## src/rtl/nes_poll_scheduler.sv

```systemverilog
// rtl/nes_poll_scheduler.sv - poll sequencer, button snapshot and sticky press events for the NES pad interface
// Optional NES_POLL_DEBOUNCE_EN: a snapshot bit only changes after two consecutive captures agree.
module nes_poll_scheduler #(
   parameter int NUM_CONTROLLERS = 4,
   parameter int POLL_PERIOD     = 16667,
   parameter int TIMEOUT_CYCLES  = 64
) (
   input  logic                         clk,
   input  logic                         rst,
   input  logic                         enable_i,
   input  logic                         req_i,
   input  logic                         ack_i,
   output logic                         start_fetch_o,
   input  logic                         valid_i,
   input  logic [8*NUM_CONTROLLERS-1:0] data_LIST_i,
   output logic [8*NUM_CONTROLLERS-1:0] snapshot_o,
   output logic [8*NUM_CONTROLLERS-1:0] pressed_o,
   output logic                         update_o,
   output logic                         busy_o,
   output logic                         fault_o
);

   localparam int W   = 8 * NUM_CONTROLLERS;
   localparam int TW  = ($clog2(POLL_PERIOD) > 0) ? $clog2(POLL_PERIOD) : 1;
   localparam int WDW = ($clog2(TIMEOUT_CYCLES) > 8) ? $clog2(TIMEOUT_CYCLES) : 8;
   localparam logic [TW-1:0]  TIMER_RELOAD = TW'(POLL_PERIOD - 1);
   localparam logic [WDW-1:0] WD_LAST      = WDW'(TIMEOUT_CYCLES - 1);

   typedef enum logic [2:0] {
      S_IDLE,
      S_ISSUE,
      S_WAIT_BUSY,
      S_WAIT_DONE,
      S_CAPTURE
   } state_e;

   state_e         state_q, state_d;
   logic [TW-1:0]  timer_q, timer_d;
   logic           pending_q, pending_d;
   logic [WDW-1:0] wd_q, wd_d;
   logic           fault_q, fault_d;
   logic [W-1:0]   snapshot_q, snapshot_d;
   logic [W-1:0]   pressed_q, pressed_d;
   logic [W-1:0]   snap_capture;
   logic           timer_expire;
   logic           wd_timeout;
   logic           timeout_hit;

   assign timer_expire = enable_i && (timer_q == '0);
   assign wd_timeout   = (wd_q == WD_LAST);
   // Progress on valid_i wins over a watchdog expiry in the same cycle.
   assign timeout_hit  = wd_timeout &&
                         (((state_q == S_WAIT_BUSY) &&  valid_i) ||
                          ((state_q == S_WAIT_DONE) && !valid_i));

`ifdef NES_POLL_DEBOUNCE_EN
   logic [W-1:0] cand_q, cand_d;
   logic [W-1:0] disagree;

   assign disagree     = data_LIST_i ^ cand_q;
   assign snap_capture = (data_LIST_i & ~disagree) | (snapshot_q & disagree);
   assign cand_d       = (state_q == S_CAPTURE) ? data_LIST_i : cand_q;

   always_ff @(posedge clk) begin
      if (rst) begin
         cand_q <= '0;
      end else begin
         cand_q <= cand_d;
      end
   end
`else
   assign snap_capture = data_LIST_i;
`endif

   always_ff @(posedge clk) begin
      if (rst) begin
         state_q <= S_IDLE;
      end else begin
         state_q <= state_d;
      end
   end

   always_comb begin
      state_d = state_q;
      case (state_q)
         S_IDLE: begin
            if (pending_q && valid_i) state_d = S_ISSUE;
         end
         S_ISSUE: begin
            state_d = S_WAIT_BUSY;
         end
         S_WAIT_BUSY: begin
            if (!valid_i)        state_d = S_WAIT_DONE;
            else if (wd_timeout) state_d = S_IDLE;
         end
         S_WAIT_DONE: begin
            if (valid_i)         state_d = S_CAPTURE;
            else if (wd_timeout) state_d = S_IDLE;
         end
         S_CAPTURE: begin
            state_d = S_IDLE;
         end
         default: begin
            state_d = S_IDLE;
         end
      endcase
   end

   always_comb begin
      start_fetch_o = (state_q == S_ISSUE);
      update_o      = (state_q == S_CAPTURE);
      busy_o        = (state_q != S_IDLE);
   end

   always_comb begin
      timer_d = timer_q;
      if (enable_i) timer_d = timer_expire ? TIMER_RELOAD : timer_q - 1'b1;

      // A source event during ISSUE re-arms pending so another poll follows.
      pending_d = ((state_q == S_ISSUE) ? 1'b0 : pending_q) | timer_expire | req_i;

      wd_d = wd_q;
      case (state_q)
         S_ISSUE:     wd_d = '0;
         S_WAIT_BUSY: wd_d = valid_i ? wd_q + 1'b1 : '0;
         S_WAIT_DONE: wd_d = wd_q + 1'b1;
         default:     wd_d = wd_q;
      endcase

      fault_d = fault_q;
      if (timeout_hit)                 fault_d = 1'b1;
      else if (state_q == S_CAPTURE)   fault_d = 1'b0;

      snapshot_d = snapshot_q;
      pressed_d  = ack_i ? '0 : pressed_q;
      if (state_q == S_CAPTURE) begin
         snapshot_d = snap_capture;
         pressed_d  = (pressed_q & ~{W{ack_i}}) | (snap_capture & ~snapshot_q);
      end
   end

   always_ff @(posedge clk) begin
      if (rst) begin
         timer_q    <= TIMER_RELOAD;
         pending_q  <= 1'b0;
         wd_q       <= '0;
         fault_q    <= 1'b0;
         snapshot_q <= '0;
         pressed_q  <= '0;
      end else begin
         timer_q    <= timer_d;
         pending_q  <= pending_d;
         wd_q       <= wd_d;
         fault_q    <= fault_d;
         snapshot_q <= snapshot_d;
         pressed_q  <= pressed_d;
      end
   end

   assign snapshot_o = snapshot_q;
   assign pressed_o  = pressed_q;
   assign fault_o    = fault_q;

endmodule

```

## config.mk

```make
export PLATFORM = sky130hd
export DESIGN_NAME = nes_poll_scheduler
export DESIGN_NICKNAME = d
export VERILOG_FILES = /design/src/rtl/nes_poll_scheduler.sv
export SDC_FILE = /design/constraint.sdc
export NUM_CORES = 1
export LEC_CHECK = 0
export ABC_AREA = 1
export BUFFER_PORTS_ARGS = -buffer_cell sky130_fd_sc_hd__buf_2
export CAP_MARGIN = 20
export CELL_PAD_IN_SITES_DETAIL_PLACEMENT = 1
export CELL_PAD_IN_SITES_GLOBAL_PLACEMENT = 1
export CORE_ASPECT_RATIO = 1.5
export CORE_UTILIZATION = 35
export DETAILED_ROUTE_END_ITERATION = 8
export GPL_ROUTABILITY_DRIVEN = 0
export PLACE_DENSITY_LB_ADDON = 0.1
export SYNTH_ARGS = -nofsm -noshare
export SYNTH_HDL_FRONTEND = slang
export SYNTH_SLANG_ARGS = --single-unit
```

## constraint.sdc

```tcl
create_clock -name clk -period 1.6 [get_ports clk]
set_input_delay 0.48 -clock clk [delete_from_list [all_inputs] [get_ports clk]]
set_output_delay 0.48 -clock clk [all_outputs]
set_load 0.05 [all_outputs]
```

==> results.yml, run 1 <==
final_layout:
  antenna_cells: 0
  drive_gt1_share_pct: 25.9
  multiInputGateArea_mm2: 0.00160
  fin_nets: 638
  n_fill_cell: 1279
  stdcell_count: 719
  area_growth_pct: 30.9
  regArea_mm2: 0.00185
pwr:
  combPwrFrac_pct: 18.3
  sequentialPowerShare_pct: 43.7
  vdd_ir_drop_max_mv: 0.512
  clkPwrFrac_pct: 38.0
  finalPower_mw: 5.59
  cellLeakagePower_nw: 2.06
  p_sw_share_pct: 28.2
  power.internal_mw: 4.01
  switching_power_mw: 1.58
  p_per_area_mw_per_mm2: 1170
die:
  die_h_um: 127
  die_width_um: 85.5
  io_pins: 106
  initial_core_util_pct: 36.1
  core_mm2: 0.0101
  die_area_mm2: 0.0109
  num_rows: 45
critical_path:
  crit_chain: "nor2_4 > inv_2 > nor2_4 > inv_2 > buf_8"
  rr_worst_depth: 9
  cp_slowest_cell: "dfxtp_2"
  cp_max_fo: 3
  r2r-end: "pressed_o[5]$_SDFFE_PP0P_"
  critPathMaxStageDelay_ps: 330
  crit_required_ps: 1120
  rrSetupSlack_ps: 70
  end_kind: "primary output"
  r2r_start: "state_q[1]$_SDFFE_PP0P_"
  crit_type: "reg -> out"
  arrival_ps: 1170
  cp-start-kind: "register"
sta:
  period_share_pct: 103
  min_period_ps: 1650
  worstMarginPinSlew_ps: 477
  setup_ws_ps: -52.7
  setup_viol: 3
  rsz0062_at_grt: "yes"
  slew_headroom_pct: 68.2
  hold_viol_final: 0
  skew_ps: 5.45
  max_freq_ghz: 0.605
  holdWs_ps: 380
  drv_slew: 0
hold_path:
  hold_depth: 3
  min_from: "req_i"
  hold_end: "pending_q$_SDFF_PP0_"
  worstHoldPathType: "in -> reg"
drt:
  drtIter0Drc: 125
  vias: 3483
  wl_per_cell_um: 14.4
  route.detailed.drc: 0
  avgViaCountPerCell: 4.84
  drt_pass1_iterations: 4
  routed_wl_um: 10300
  postRouteAntennaNets: 0
place:
  dpl.hpwl_um: 7320
  place_inst: 695
  port_buffers: 105
cts:
  numClockSinks: 92
  root_buffer: "clkbuf_16"
  clkSlewWorstSetupHoldPaths_ps: 60
  insertion_delay_ps: 340
  cts-buffers-inserted: 9
  cts_buffer_depth: 2
  ctsHtreeMaxLevel: 3
  cts_tree: "yes"
  postCtsHoldBufs: 0
yosys:
  syn_inst: 481
  syn_area_mm2: 0.00366
  yosysTopAreaCellShare_pct: 50.4
  syn_nets: 522
  netlist-cell-type-count: 29
  seq_area_frac_synth_pct: 50.4
  ys_ff_latch: 92
  synthTopCellsByArea: "dfxtp_1, nand2_1, a21oi_1"
  synth_top_area_cell: "dfxtp_1"
  synth_area_per_cell_um2: 7.60
  ys_warn_count: 0
flow_run:
  cap_viol_max_count: 0
status:
  violations: "setup timing"
  status: "finished, violations left"
grt:
  gr-usage-all-layers_pct: 19.3
  grt_pass1_vias: 3428
  gr-total-overflow: 0
  grt_first_pass_wirelength_um: 16200
  grt_antenna_before_repair: 0
  grt_max_degree: 48
## worst max-delay path: cells and delay by family (launching register included)
| kind | cells | cell delay [ps] |
|---|---|---|
| simple gates | 2 | 250 |
| flops | 1 | 330 |
| buf+inv | 3 | 250 |
## synth_stat cells
cell type / n
clkbuf_1: 12
or2_1: 23
nand2_1: 130
dfxtp_1: 92
nand3_1: 19
a21oi_2: 1
a21oi_1: 76
a31oi_1: 1
xnor2_1: 2
ha_1: 3
or2_2: 3
nand2_2: 1
buf_2: 3
nand4_1: 3
nor2_1: 42
o21ai_0: 10
clkinv_2: 1
buf_6: 3
nor3_1: 5
nand2_4: 1
inv_1: 37
inv_2: 1
nand3b_1: 1
a21o_1: 1
o211ai_1: 1
xor2_1: 5
o21bai_1: 1
nor2_4: 2
nor3b_2: 1
## layer usage
metal	part of all wire [%]	track usage, %	vias to the layer above
met5	0	0	-
met2	55	36.5	73
met4	1.7	7.65	0
li1	-	-	1765
met1	40	20.6	1633
met3	3.8	3.68	12
## cell families after synthesis
group / count (synthesis) / share of synthesized area [%]
and+or+nand+nor: 231 / 27.5
DFF: 92 / 50.4
AOI/OAI and AO/OA: 91 / 12.8
buffers and inverters: 57 / 6.60
xor gates and xnor gates: 7 / 1.68
adders and majority gates: 3 / 1.03
## final cells by class
cell class,instances,share of cell area (%)
Clock inverter,5,1.25
Inverter,39,3.16
Clock buffer,11,4.86
Timing Repair Buffer,123,15.8
Sequential cell,92,38.6
Tap cell,117,3.06
Multi-Input combinational cell,332,33.3
## timing repair
| action | 4_1_cts | 5_1_grt |
|---|---|---|
| pin swaps | 2 | 2 |
| setup endpoints to repair | 3 | 6 |
| gates cloned | 0 | 2 |
| buffers inserted | 3 | 3 |
| resized for setup | 11 | 9 |
## per-stage QoR
stage / instance area [um2] / setup WS (ps) / setup TNS [ps] / util [%]
after floorplan: 3670 / 82.4 / 0 / -
after global placement: 4350 / 160 / 0 / 42.9
after detailed placement: 4350 / 134 / 0 / 42.9
after CTS: 4690 / -144 / -265 / 46.3
after global routing: 4790 / -101 / -415 / 47.2
final: 4790 / -52.7 / -147 / 47.2
## worst max path at each step
stage,from,to,slack (ps),cells past startpoint
after floorplan,state_q[0]$_SDFFE_PP0P_,wd_q[7]$_SDFFE_PP0P_,80,9
after global placement,state_q[2]$_SDFFE_PP0P_,update_o,160,3
after detailed placement,state_q[0]$_SDFFE_PP0P_,start_fetch_o,130,3
after CTS,state_q[0]$_SDFFE_PP0P_,busy_o,-140,5
after global routing,state_q[0]$_SDFFE_PP0P_,busy_o,-100,5
final,state_q[1]$_SDFFE_PP0P_,busy_o,-50,5
## registers in the layout (all words and copies together), names as in the netlist
name and flops:
pressed_o 32, snapshot_o 32, timer_q 15, wd_q 8
state_q 3, fault_o 1, pending_q 1
## placed cells by master, fill, tap and decap left out, types with 2 or more instances in the layout
cell type,Yosys,routed
nand2_1,130,130
buf_2,3,102
dfxtp_1,92,89
a21oi_1,76,76
nor2_1,42,40
inv_1,37,35
or2_1,23,23
nand3_1,19,19
buf_4,0,12
clkbuf_16,0,11
o21ai_0,10,10
xor2_1,5,5
nor3_1,5,4
nor2_4,2,3
inv_2,1,3
or2_2,3,3
nand4_1,3,3
ha_1,3,3
buf_6,3,3
xnor2_1,2,2
inv_6,0,2
clkbuf_1,12,2
buf_8,0,2
buf_12,0,2
dfxtp_2,0,2
## power groups by stage
stage | Sequential (mW) | Combinational (mW) | Clock (mW)
after floorplan | 2.55 | 0.493 | 0
after global placement | 2.48 | 0.783 | 0
after detailed placement | 2.49 | 0.798 | 0
after CTS | 2.44 | 0.888 | 2.19
after global routing | 2.45 | 1.12 | 2.27
final | 2.44 | 1.02 | 2.12
(Power assumes the default switching activity.)
==> run 2, diff against run 1 <==
--- a/config.mk
+++ b/config.mk
@@ -5,16 +5,16 @@
 export SDC_FILE = /design/constraint.sdc
 export NUM_CORES = 1
 export LEC_CHECK = 0
-export ABC_AREA = 1
-export BUFFER_PORTS_ARGS = -buffer_cell sky130_fd_sc_hd__buf_2
 export CAP_MARGIN = 20
 export CELL_PAD_IN_SITES_DETAIL_PLACEMENT = 1
 export CELL_PAD_IN_SITES_GLOBAL_PLACEMENT = 1
 export CORE_ASPECT_RATIO = 1.5
 export CORE_UTILIZATION = 35
 export DETAILED_ROUTE_END_ITERATION = 8
+export DONT_BUFFER_PORTS = 1
 export GPL_ROUTABILITY_DRIVEN = 0
 export PLACE_DENSITY_LB_ADDON = 0.1
+export SLEW_MARGIN = 40
 export SYNTH_ARGS = -nofsm -noshare
 export SYNTH_HDL_FRONTEND = slang
 export SYNTH_SLANG_ARGS = --single-unit
==> run 2 against run 1 <==
Against the previous run: the flow still finishes with violations (setup timing); sequential power fell by 2%; synthesized cell count fell by 11%; clock-buffer cell count did not move; first-iteration DRC count fell by 48%.
==> results.yml, run 2 <==
critical_path:
  end_kind: "primary output"
  rrSetupSlack_ps: 80
  r2r_start: "timer_q[1]$_SDFFE_PP1P_"
  worst-path-stages: 4
  arrival_ps: 1130
  r2r-end: "timer_q[9]$_SDFFE_PP0P_"
  cp-endpoint: "update_o"
  critPathLaunch: "state_q[0]$_SDFFE_PP0P_"
  rr_worst_depth: 4
  crit_type: "reg -> out"
  crit_required_ps: 1120
  worst-path-buf-inv: 2
  cp-start-kind: "register"
  critPathMaxStageDelay_ps: 360
  crit_chain: "nor2_4 > nand2_2 > inv_4 > buf_12"
  cp_max_fo: 7
  cp_slowest_cell: "dfxtp_4"
  critPathTopFamily: "flip-flops"
yosys:
  netlist-cell-type-count: 38
  yosys.cell_count.top_type: "dfxtp_1"
  synth_top_area_cell: "dfxtp_1"
  synthFlopType: "dfxtp_1"
  async_flop_share_pct: 0
  synthTopCellsByArea: "dfxtp_1, a21oi_1, nand2_1"
  synth_area_per_cell_um2: 8.72
  ys_ff_latch: 92
  ys_warn_count: 0
  syn_inst: 427
  syn_nets: 468
  syn_area_mm2: 0.00372
  seq_area_frac_synth_pct: 49.5
  synth_edf_count: 0
  yosysTopAreaCellShare_pct: 49.5
  netlist_top_cells_count: "dfxtp_1, nand2_1, a21oi_1"
final_layout:
  final_common_cell: "dfxtp_1"
  fin_nets: 486
  multiInputGateArea_mm2: 0.00179
  postLayoutCoreUtil_pct: 43.7
  regArea_mm2: 0.00185
  area_growth_pct: 20.3
  antenna_cells: 0
  fin_area_mm2: 0.00448
  n_fill_cell: 1235
  drive_gt1_share_pct: 14.7
  final_cell_mix: "dfxtp_1, nand2_1, a21oi_1"
sta:
  min_period_ps: 1610
  hold_viol_final: 0
  skew_ps: 5.05
  slew_headroom_pct: 62.8
  rsz0062_at_grt: "yes"
  max_freq_ghz: 0.620
  tns_ps: -12.9
  period_share_pct: 101
  setup_ws_ps: -12.9
  drv_slew: 0
  setup_viol: 1
  worstMarginPinSlew_ps: 557
cts:
  cts_buffer_depth: 2
  numClockSinks: 92
  insertion_delay_ps: 340
  postCtsHoldBufs: 0
  clkSlewWorstSetupHoldPaths_ps: 60
  ctsHtreeMaxLevel: 3
  cts_tree: "yes"
  cts-buffers-inserted: 9
  root_buffer: "clkbuf_16"
place:
  dpl.hpwl_um: 6180
  placed_cell_area_mm2: 0.00400
  pre_cts_ws_ps: 15.4
  port_buffers: 0
die:
  io_pins: 106
  core_mm2: 0.0102
  num_rows: 45
  die_width_um: 86.2
  die_area_mm2: 0.0111
  initial_core_util_pct: 36.3
  die_h_um: 128
drt:
  routed_wl_um: 9530
  drt_pass1_iterations: 4
  avgViaCountPerCell: 5.02
  wl_per_cell_um: 16.1
  postRouteAntennaNets: 0
  vias: 2966
  route.detailed.drc: 0
  drtIter0Drc: 65
pwr:
  vdd_ir_drop_max_mv: 0.635
  cellLeakagePower_nw: 1.50
  p_per_area_mw_per_mm2: 1120
flow_run:
  cap_viol_max_count: 0
grt:
  grt_max_degree: 73
  gr-usage-all-layers_pct: 18.1
  grt_antenna_before_repair: 0
  grt_first_pass_wirelength_um: 15500
  grt_pass1_vias: 3086
  gr-total-overflow: 0
status:
  status: "finished, violations left"
  violations: "setup timing"
hold_path:
  worstHoldPathType: "in -> reg"
## run 2: worst register-to-register path: stages, from the launching register on
cell,delay (ps)
dfxtp_1,340
or4b_4,580
nor4b_4,280
xnor2_1,170
nor2_2,50
## run 2: logic make-up after synthesis
family	Yosys count	share of synthesized area (%)
DFF	92	49.5
AOI/OAI and AO/OA	79	11.6
buffers and inverters	30	3.39
xor gates and xnor gates	21	4.94
adders and majority gates	3	1.01
and+or+nand+nor	202	29.6
## run 2: area by class of cell
class | count | share of cell area, %
repair buffers | 31 | 7.04
well taps | 141 | 3.94
inverters | 6 | 0.559
clock inverters | 5 | 1.68
clock buffers | 11 | 5.42
multi-input cells | 305 | 40.0
flip-flops and latches | 92 | 41.4
## run 2: what timing repair did
item	4_1_cts	5_1_grt
cloned	2	0
pin swaps	3	4
setup endpoints to repair	3	12
buffers inserted	3	3
resized for setup	10	6
## run 2: through the flow
step / hold slack [ps] / total power, mW / cells
CTS: 194 / 5.06 / 588
global placement: 478 / 2.73 / 567
detailed placement: 490 / 2.73 / 567
floorplan: 460 / 2.67 / 427
finish: 206 / 5.00 / 591
global route: 190 / 5.21 / 591
## run 2: where the power goes
part / internal (mW) / switching, mW
clock: 1.40 / 0.864
combinational: 0.159 / 0.175
sequential: 2.33 / 0.0667
total: 3.89 / 1.11
## run 2: worst min path at each step
stage	start	endpoint	cells after the start
global route	rst	pressed_o[17]$_SDFFE_PP0P_	1
CTS	rst	pressed_o[17]$_SDFFE_PP0P_	1
finish	rst	snapshot_o[17]$_SDFFE_PP0P_	1
floorplan	timer_q[14]$_SDFFE_PP1P_	timer_q[14]$_SDFFE_PP1P_	2
detailed placement	wd_q[1]$_SDFFE_PP0P_	wd_q[1]$_SDFFE_PP0P_	2
global placement	timer_q[14]$_SDFFE_PP1P_	timer_q[14]$_SDFFE_PP1P_	2
## run 2: layer usage
metal	part of all wire, %	GRT usage, %	vias to the layer above
li1	-	-	1468
met1	42	21.1	1413
met2	51	31.8	75
met3	5.9	4.83	10
met4	1.4	6.18	0
met5	0	0	-
==> run 3, diff against run 2 <==
--- a/config.mk
+++ b/config.mk
@@ -13,7 +13,7 @@
 export DETAILED_ROUTE_END_ITERATION = 8
 export DONT_BUFFER_PORTS = 1
 export GPL_ROUTABILITY_DRIVEN = 0
-export PLACE_DENSITY_LB_ADDON = 0.1
+export PLACE_DENSITY_LB_ADDON = 0.2
 export SLEW_MARGIN = 40
 export SYNTH_ARGS = -nofsm -noshare
 export SYNTH_HDL_FRONTEND = slang
==> run 3 against run 2 <==
Against the previous run: the run still ends with setup timing left; clock skew is 2.7 ps higher; register-to-register slack worse by 30 ps; design area decreased by 0.64%; first-iteration DRC count up 3.1%; non-clock buffer count fell by 3; critical path depth unchanged; hold slack improved by 2.6 ps; setup slack worse by 9.2 ps; sequential cell count did not move; clock power shrank 12%; via count increased by 0.24%; largest cell class unchanged; largest power group unchanged; highest routed layer unchanged.
==> results.yml, run 3 (synthesized netlist as in run 2, its figures left out) <==
final_layout:
  final_common_cell: "dfxtp_1"
  stdcell_count: 588
  drive_gt1_share_pct: 14.5
  fin_nets: 483
  antenna_cells: 0
  area_growth_pct: 19.6
  final_cell_mix: "dfxtp_1, nand2_1, a21oi_1"
sta:
  drv_slew: 0
  setup_ws_ps: -22.1
  period_share_pct: 101
  slew_headroom_pct: 61.9
  skew_ps: 7.70
  hold_viol_final: 0
  rsz0062_at_grt: "yes"
  holdWs_ps: 208
  max_freq_ghz: 0.616
  setup_viol: 2
  worstMarginPinSlew_ps: 571
  min_period_ps: 1620
critical_path:
  worst-path-buf-inv: 2
  cp-start-kind: "register"
  worst-path-stages: 4
  cp-endpoint: "busy_o"
  rr_worst_depth: 4
  critPathTopFamily: "flip-flops"
  crit_chain: "nor2_4 > buf_4 > nand2_2 > buf_6"
  rrSetupSlack_ps: 50
  cp_slowest_cell: "dfxtp_4"
  critPathLaunch: "state_q[0]$_SDFFE_PP0P_"
  r2r_start: "timer_q[1]$_SDFFE_PP1P_"
  crit_type: "reg -> out"
  critPathMaxStageDelay_ps: 350
  cp_max_fo: 2
  end_kind: "primary output"
  crit_required_ps: 1120
  r2r-end: "timer_q[9]$_SDFFE_PP0P_"
  arrival_ps: 1140
cts:
  cts-buffers-inserted: 9
  ctsHtreeMaxLevel: 3
  postCtsHoldBufs: 0
  cts_buffer_depth: 2
  cts_tree: "yes"
  numClockSinks: 92
  insertion_delay_ps: 340
  clkSlewWorstSetupHoldPaths_ps: 60
  root_buffer: "clkbuf_16"
pwr:
  switching_power_mw: 1.11
  p_per_area_mw_per_mm2: 1060
  clkPwrFrac_pct: 42.2
  combPwrFrac_pct: 7.2
  power.internal_mw: 3.63
  cellLeakagePower_nw: 1.48
  p_sw_share_pct: 23.5
  vdd_ir_drop_max_mv: 0.475
  sequentialPowerShare_pct: 50.6
die:
  core_mm2: 0.0102
  initial_core_util_pct: 36.3
  die_area_mm2: 0.0111
  die_width_um: 86.2
  num_rows: 45
  die_h_um: 128
  io_pins: 106
place:
  port_buffers: 0
  dpl.hpwl_um: 6470
  pre_cts_ws_ps: 8.23
  place_inst: 562
drt:
  drtIter0Drc: 67
  drt_pass1_iterations: 4
  routed_wl_um: 9940
  postRouteAntennaNets: 0
  vias: 2973
  wl_per_cell_um: 16.9
  avgViaCountPerCell: 5.06
  route.detailed.drc: 0
grt:
  grt_max_degree: 73
  grt_pass1_vias: 3217
  gr-usage-all-layers_pct: 18.2
  grt_antenna_before_repair: 0
  grt_first_pass_wirelength_um: 15500
  gr-total-overflow: 0
status:
  violations: "setup timing"
  status: "finished, violations left"
flow_run:
  cap_viol_max_count: 0
hold_path:
  worstHoldPathType: "in -> reg"
  min_from: "rst"
[run 3: layout make-up]
type | instances | area (um2)
sequential | 92 | 1850
inverter | 6 | 25.0
clock buffer | 12 | 256
multi-input combinational | 305 | 1800
clock inverter | 4 | 23.8
tap | 141 | 176
fill | 1231 | 5800
timing repair buffer | 28 | 318
[run 3: repair_timing]
action | in CTS | in global routing
hold endpoints to repair | 0 | 0
setup buffers | 3 | 4
gates cloned | 3 | 0
endpoints found under the setup margin | 3 | 13
pin swaps | 2 | 6
resized for setup | 11 | 6
[run 3: power by group through the flow]
stage | Combinational (mW) | Clock, mW | Sequential, mW
2_1_floorplan | 0.239 | 0 | 2.43
3_3_place_gp | 0.289 | 0 | 2.44
3_5_place_dp | 0.296 | 0 | 2.44
4_1_cts | 0.340 | 2.07 | 2.40
5_1_grt | 0.372 | 2.17 | 2.40
6_report | 0.342 | 2.00 | 2.40
[run 3: how the worst min path moves through the flow]
stage                                  endpoint  slack (ps)  depth (start not counted)
floorplan              timer_q[14]$_SDFFE_PP1P_         460                          2
global placement           wd_q[1]$_SDFFE_PP0P_         480                          2
detailed placement         wd_q[1]$_SDFFE_PP0P_         490                          2
CTS                 snapshot_o[18]$_SDFFE_PP0P_         200                          1
global route         pressed_o[13]$_SDFFE_PP0P_         200                          1
finish              snapshot_o[18]$_SDFFE_PP0P_         210                          1
[run 3: per-layer routing]
layer,global-route usage [%],up-vias,part of all wire [%]
met1,17.3,1430,38
met5,0,-,0
met3,4.76,12,5.6
met4,6.76,0,1.6
li1,-,1463,-
met2,36.4,68,55
[run 3: per-stage QoR]
| step | instance area [um2] | total power, mW | utilization, % | TNS, ps |
|---|---|---|---|---|
| 6_report | 4450 | 4.74 | 43.4 | -33.7 |
| 5_1_grt | 4450 | 4.94 | 43.4 | -139 |
| 4_1_cts | 4400 | 4.80 | 42.9 | -43.5 |
| 3_5_place_dp | 3960 | 2.74 | 38.7 | 0 |
| 3_3_place_gp | 3960 | 2.73 | 38.7 | 0 |
| 2_1_floorplan | 3740 | 2.67 | - | 0 |
[run 3: worst register-to-register path, delay by kind of cell (launching register included)]
kind                      cells  cell delay [ps]
xor gates and xnor gates      1              180
DFF                           1              340
and+or+nand+nor               3              920
